$ cat src/rtl/decoder_scan_sequencer.sv
// decoder_scan_sequencer: drives select A/B/C and active-low enable G of a 3-to-8 decoder
// Ports: clk_i, rst_ni (sync, active-low), en_i (auto step), mode_i (00 up, 01 down,
// 10 ping-pong, 11 hold), step_i (single step when en_i=0), load_i/load_val_i (load position),
// out_en_i (allow G low); a_o/b_o/c_o select, g_o enable, dir_o direction, wrap_o period pulse.
module decoder_scan_sequencer #(
  parameter int TICK_DIV  = 4,
  parameter int BLANK_CYC = 1,
  parameter int CNT_W     = 16
) (
  input  logic       clk_i,
  input  logic       rst_ni,
  input  logic       en_i,
  input  logic [1:0] mode_i,
  input  logic       step_i,
  input  logic       load_i,
  input  logic [2:0] load_val_i,
  input  logic       out_en_i,
  output logic       a_o,
  output logic       b_o,
  output logic       c_o,
  output logic       g_o,
  output logic       dir_o,
  output logic       wrap_o
);
  logic [2:0]       pos_q, pos_d, pos_adv;
  logic             dir_q, dir_d, dir_adv;
  logic             wrap_q, wrap_d, wrap_adv;
  logic [CNT_W-1:0] cnt_q, cnt_d, blank_q, blank_d;
  logic             step_q, g_q, g_d;
  logic             tick, adv, moved, going_up, wr;
  always_comb begin
    tick     = en_i && cnt_q == CNT_W'(TICK_DIV - 1);
    adv      = tick | (step_i & ~step_q & ~en_i);
    going_up = dir_q ? pos_q == 3'd0 : pos_q != 3'd7;
    pos_adv  = pos_q;
    dir_adv  = dir_q;
    wrap_adv = 1'b0;
    moved    = 1'b1;
    case (mode_i)
      2'b00: begin
        pos_adv  = pos_q + 3'd1;
        dir_adv  = 1'b0;
        wrap_adv = pos_q == 3'd7;
      end
      2'b01: begin
        pos_adv  = pos_q - 3'd1;
        dir_adv  = 1'b1;
        wrap_adv = pos_q == 3'd0;
      end
      2'b10: begin
        // a stale direction at either bound reverses immediately
        pos_adv  = going_up ? pos_q + 3'd1 : pos_q - 3'd1;
        dir_adv  = going_up ? pos_adv == 3'd7 : pos_adv != 3'd0;
        wrap_adv = ~going_up & (pos_adv == 3'd0);
      end
      default: moved = 1'b0;
    endcase
    wr      = load_i | (adv & moved);
    pos_d   = load_i ? load_val_i : adv ? pos_adv : pos_q;
    dir_d   = load_i ? 1'b0 : adv ? dir_adv : dir_q;
    wrap_d  = ~load_i & adv & wrap_adv;
    cnt_d   = (load_i | ~en_i | tick) ? '0 : cnt_q + 1'b1;
    blank_d = wr ? CNT_W'(BLANK_CYC) : blank_q != '0 ? blank_q - 1'b1 : '0;
    g_d     = ~(out_en_i & (blank_d == '0));
  end
  always_ff @(posedge clk_i) begin
    if (!rst_ni) begin
      pos_q   <= '0;
      dir_q   <= 1'b0;
      wrap_q  <= 1'b0;
      cnt_q   <= '0;
      blank_q <= '0;
      step_q  <= 1'b0;
      g_q     <= 1'b1;
    end else begin
      pos_q   <= pos_d;
      dir_q   <= dir_d;
      wrap_q  <= wrap_d;
      cnt_q   <= cnt_d;
      blank_q <= blank_d;
      step_q  <= step_i;
      g_q     <= g_d;
    end
  end
  assign {c_o, b_o, a_o} = pos_q;
  assign g_o    = g_q;
  assign dir_o  = dir_q;
  assign wrap_o = wrap_q;
endmodule

$ cat config.mk
export PLATFORM = sky130hd
export DESIGN_NAME = decoder_scan_sequencer
export DESIGN_NICKNAME = d
export VERILOG_FILES = /design/src/rtl/decoder_scan_sequencer.sv
export SDC_FILE = /design/constraint.sdc
export NUM_CORES = 1
export LEC_CHECK = 0
export CORE_MARGIN = 4
export CORE_UTILIZATION = 40
export CTS_CLUSTER_DIAMETER = 30
export DETAILED_ROUTE_END_ITERATION = 12
export PLACE_DENSITY = 0.69
export SLEW_MARGIN = 10
export SYNTH_ARGS = -nofsm -noshare
export SYNTH_HDL_FRONTEND = slang
export SYNTH_SLANG_ARGS = --single-unit
$ cat constraint.sdc
create_clock -name clk_i -period 3.9 [get_ports clk_i]
set_clock_uncertainty 0.05 [all_clocks]
set_input_delay 0.39 -clock clk_i [delete_from_list [all_inputs] [get_ports clk_i]]
set_output_delay 0.39 -clock clk_i [all_outputs]
set_load 0.01 [all_outputs]
### Word level (Yosys, flattened, before mapping)

Index checks and enable logic that the tools add are counted.

* input port bits: 11
* bits in registers: 39

* bitwise logic cells: 17
* add/sub/neg operators: 4
* equal/unequal tests: 6
* reductions and logical operators: 15
* multiplexer cells: 11

Operators with widths (count)
* 16-bit 2-to-1 mux: 2
* 16-bit by 1-bit adder with 16-bit output (second input constant): 1
* 16-bit by 2-bit equality test with 1-bit output (second input constant): 1
* 16-bit zero test: 1
* 16-bit nonzero test: 1
* 16-bit by 1-bit subtractor with 16-bit output (second input constant): 1
* 3-bit 2-to-1 mux: 3
* 3-bit case mux with 3 select lines: 1
* 1-bit AND: 7
* 3-bit equality test (second input constant): 2
* 3-bit zero test: 2
* 1-bit NOT: 6
* 1-bit case mux with 3 select lines: 2
* 3-bit nonzero test: 2
* 1-bit OR: 4
* 2-bit AND reduction: 2
* 4-bit nonzero test: 1
* 2-bit OR reduction: 2
* 3-bit by 1-bit adder with 3-bit output (second input constant): 1
* 1-bit 2-to-1 mux: 3
* 3-bit inequality test (second input constant): 1
* 3-bit OR reduction: 1
* 3-bit by 1-bit subtractor with 3-bit output (second input constant): 1
* 2-bit by 1-bit equality test with 1-bit output (second input constant): 1
* other kinds (4): 4

### Longest topological paths before layout

* word-level depth: 10
* mapped depth: 10
* depth with buffers taken out: 8

### Worst setup path after synthesis

Ideal clock, no wire load.

* path kind: flip-flop to flip-flop
* from: reg blank_q[0]
* to: reg g_q, in the netlist g_o
* setup time: 0.136 ns
* cell stages (with the launch flop): 11
* period minus slack after synthesis: 2.261 ns
* buffers on the path: 2
* arrival time: 2.075 ns
* setup slack: 1.639 ns
* required time: 3.714 ns
* cells stage by stage: dfxtp_1 -> inv_1 -> ha_1 -> buf_4 -> or4b_1 -> buf_2 -> nor4b_2 -> xnor2_1 -> nand2_1 -> nor4b_2 -> o2111ai_1

* cells in the longest elaborated chain, start to end: 6
* elaborated cells between the ends (all ways): 7
* those cells by class: add/sub (1); mux (2); bitwise (2); reduce/logical (2)

Ends and longest elaborated chain
* start: declaration: line 28 `logic [CNT_W-1:0] cnt_q, cnt_d, blank_q, blank_d;`
* start signal: assignment: line 80 `blank_q <= blank_d;`
* 16-bit by 1-bit subtractor with 16-bit output / 16-bit nonzero test (equally long branches): line 63 `blank_d = wr ? CNT_W'(BLANK_CYC) : blank_q != '0 ? blank_q - 1'b1 : '0;`
* 16-bit 2-to-1 mux (*) (2 in a row): line 63
* 16-bit zero test (*): line 64 `g_d = ~(out_en_i & (blank_d == '0));`
* 1-bit AND (*): line 64
* 1-bit NOT (*): line 64
* end signal: assignment: line 82 `g_q <= g_d;`
* end: declaration: line 29 `logic step_q, g_q, g_d;`

Every way passes the cells marked *; elsewhere a longest branch is shown, timed or not.
A chain may end at the register's enable or synchronous reset.

### Worst setup path in the final report

Same ends and word-level chain as after synthesis.

==> flow_summary.toml <==
[logic_synthesis]
syn_avg_cell_area_um2 = 8.43
synthArstFlopShare_pct = 0
synth-seq-area-share_pct = 38.0
ys_ff_latch = 39
synth_edf_count = 0
synth_ff_type = "dfxtp_1"
syn_nets = 265
synth_cells = 244
yosys_warnings = 0
netlist_area_um2 = 2060
ys_types = 45

[floorplan]
die_w_um = 79.7
die-area_um2 = 6350
num_rows = 25
io_pins = 17
coreArea_um2 = 4850
start_util_pct = 42.4
die_height_um = 79.7

[detailed_routing]
vias_per_cell = 5.19
avgRoutedWirePerCell_um = 12.6
wl_um = 4100
firstDrtPassIters = 4
first_iter_violations = 127
drtAntennaViolNets = 0
drcViolationCount = 0
route.vias.total = 1693

[layout]
areaGrowthSynthToFinish_pct = 15.3
fin_cells = 326
n_antenna_cell = 0
final_common_cell = "nor2_1"
drive_gt1_share_pct = 6.18
fin_nets = 279
layout_common_cells = "46 x nor2_1, 39 x dfxtp_1, 18 x nand2_1, 17 x xor2_1, 16 x clkdlybuf4s50_1"

[grt]
grt_pass1_wl_um = 7230
grt_pass1_vias = 1646
grtUsageMet2_pct = 22.6
grt-busiest-layer = "met2"
grtUsageMet3_pct = 3.27
grt_max_degree = 17
antenna_found_initial = 0
grt_overflow = 0
grt_use_met1_pct = 18.8
grt.total_usage_pct = 14.1

[clocking]
cts_buffers = 5
cts_root_buf = "clkbuf_8"
path_clk_slew_ns = 0.07
cts_setup_buffers = 0
clk-insertion-delay-late_ns = 0.29
htreeDepth = 2
clock_path_buffers = 2
ctsHoldBuffers = 0
cts-resized-gates = 0
cts_tree = "done"
cts.sinks = 39

[placement]
io_buffers = 16
place_inst = 318
gp_congestion = 0.848
hpwl_um = 2980

[timing]
tightest_slew_ns = 0.647
hold_viol = 0
drv_slew = 0
setup_viol = 0
fmax_mhz = 390
rsz0062_at_grt = "no"
timing.final.crit_share_pct = 65.7
setup_tns_ns = 0
min_period_ns = 2.56
slew_headroom_pct = 56.7

[power_and_ir_drop]
ir_worst_vdd_mv = 0.263
power_density_nw_per_um2 = 580
leakage_nw = 0.870

[setup_path]
critPathRequiredTime_ns = 4.01
start_kind = "flip-flop"
cp_max_fo = 8
worstSetupPathType = "flip-flop to flip-flop"
critical_path_arrival_ns = 2.67
end_kind = "flip-flop"

[min_path]
hold_path_class = "flip-flop to flip-flop"

[flow_run]
cap_violations = 0

[outcome]
status = "finished, final reports clean"
[metal layers]
layer	share of wire [%]	wire length (um)
met1	50	2060
met2	46	1900
met4	0.63	26
met5	0	0
met3	2.9	120
[through the flow]
stage	util, %	instance area, um2	total power, mW	setup slack, ns	hold slack, ns
3_5_place_dp	46.5	2250	1.02	1.41	0.391
3_3_place_gp	46.5	2250	1.02	1.49	0.381
5_1_grt	48.9	2370	1.47	1.18	0.423
2_1_floorplan	-	2060	0.931	1.64	0.368
4_1_cts	48.9	2370	1.38	1.32	0.408
6_report	48.9	2370	1.37	1.34	0.403
[synth_stat cells, types with 3 or more instances]
cell,instances,area (um2)
nor2_1,46,173
dfxtp_1,39,781
nand2_1,18,67.6
xor2_1,17,149
nand3_1,13,65.1
xnor2_1,11,96.3
ha_1,10,125
inv_1,10,37.5
a21oi_1,9,45.0
nand4_1,7,43.8
nor3_1,7,35.0
clkbuf_1,5,18.8
nor4_1,4,25.0
o31ai_1,4,30.0
nand3b_1,3,22.5
[logic make-up (layout without fill, tap and decap cells)]
logic type / after synthesis / count (layout) / synth area share [%]
flip-flops: 39 / 39 / 38.0
AO/OA/AOI/OAI: 27 / 27 / 9.19
buffers and inverters: 19 / 34 / 4.14
XOR/XNOR: 28 / 28 / 11.9
adder cells (fa/ha/maj): 10 / 10 / 6.08
AND/OR/NAND/NOR: 121 / 121 / 30.7
[state kept, by name, summed over array words and instances (netlist names)]
name and flops:
blank_q 16, g_o 1, wrap_o 1, step_q 1
pos_q 3, cnt_q 16, dir_o 1
[worst max-delay path: stages, from the launching register on]
cell	delay, ns
dfxtp_1	0.37
inv_1	0.08
ha_1	0.30
or4b_1	0.61
nor4b_2	0.33
xnor2_1	0.18
nand2_1	0.11
nor4b_2	0.29
o2111ai_1	0.12
[where the power goes]
group | switching, mW | internal, mW
combinational | 0.283 | 0.232
sequential | 0.0673 | 0.444
clock | 0.141 | 0.207
total | 0.492 | 0.883
[final cells by class]
class,count,area [um2]
clock buffer,6,82.6
clock inverter,2,35.0
fill,469,2480
inverter,10,37.5
multi-input combinational,186,1190
sequential,39,781
tap,67,83.8
timing repair buffer,16,160
[worst paths after layout]
check	cells past startpoint	slack (ns)	endpoint	startpoint
worst min register to register	1	0.40	cnt_q[0]	cnt_q[0]
worst min-delay path	1	0.40	cnt_q[0]	cnt_q[0]
worst max-delay path	8	1.34	g_o	blank_q[0]
worst max register to register	8	1.34	g_o	blank_q[0]
(Power assumes the default switching activity.)
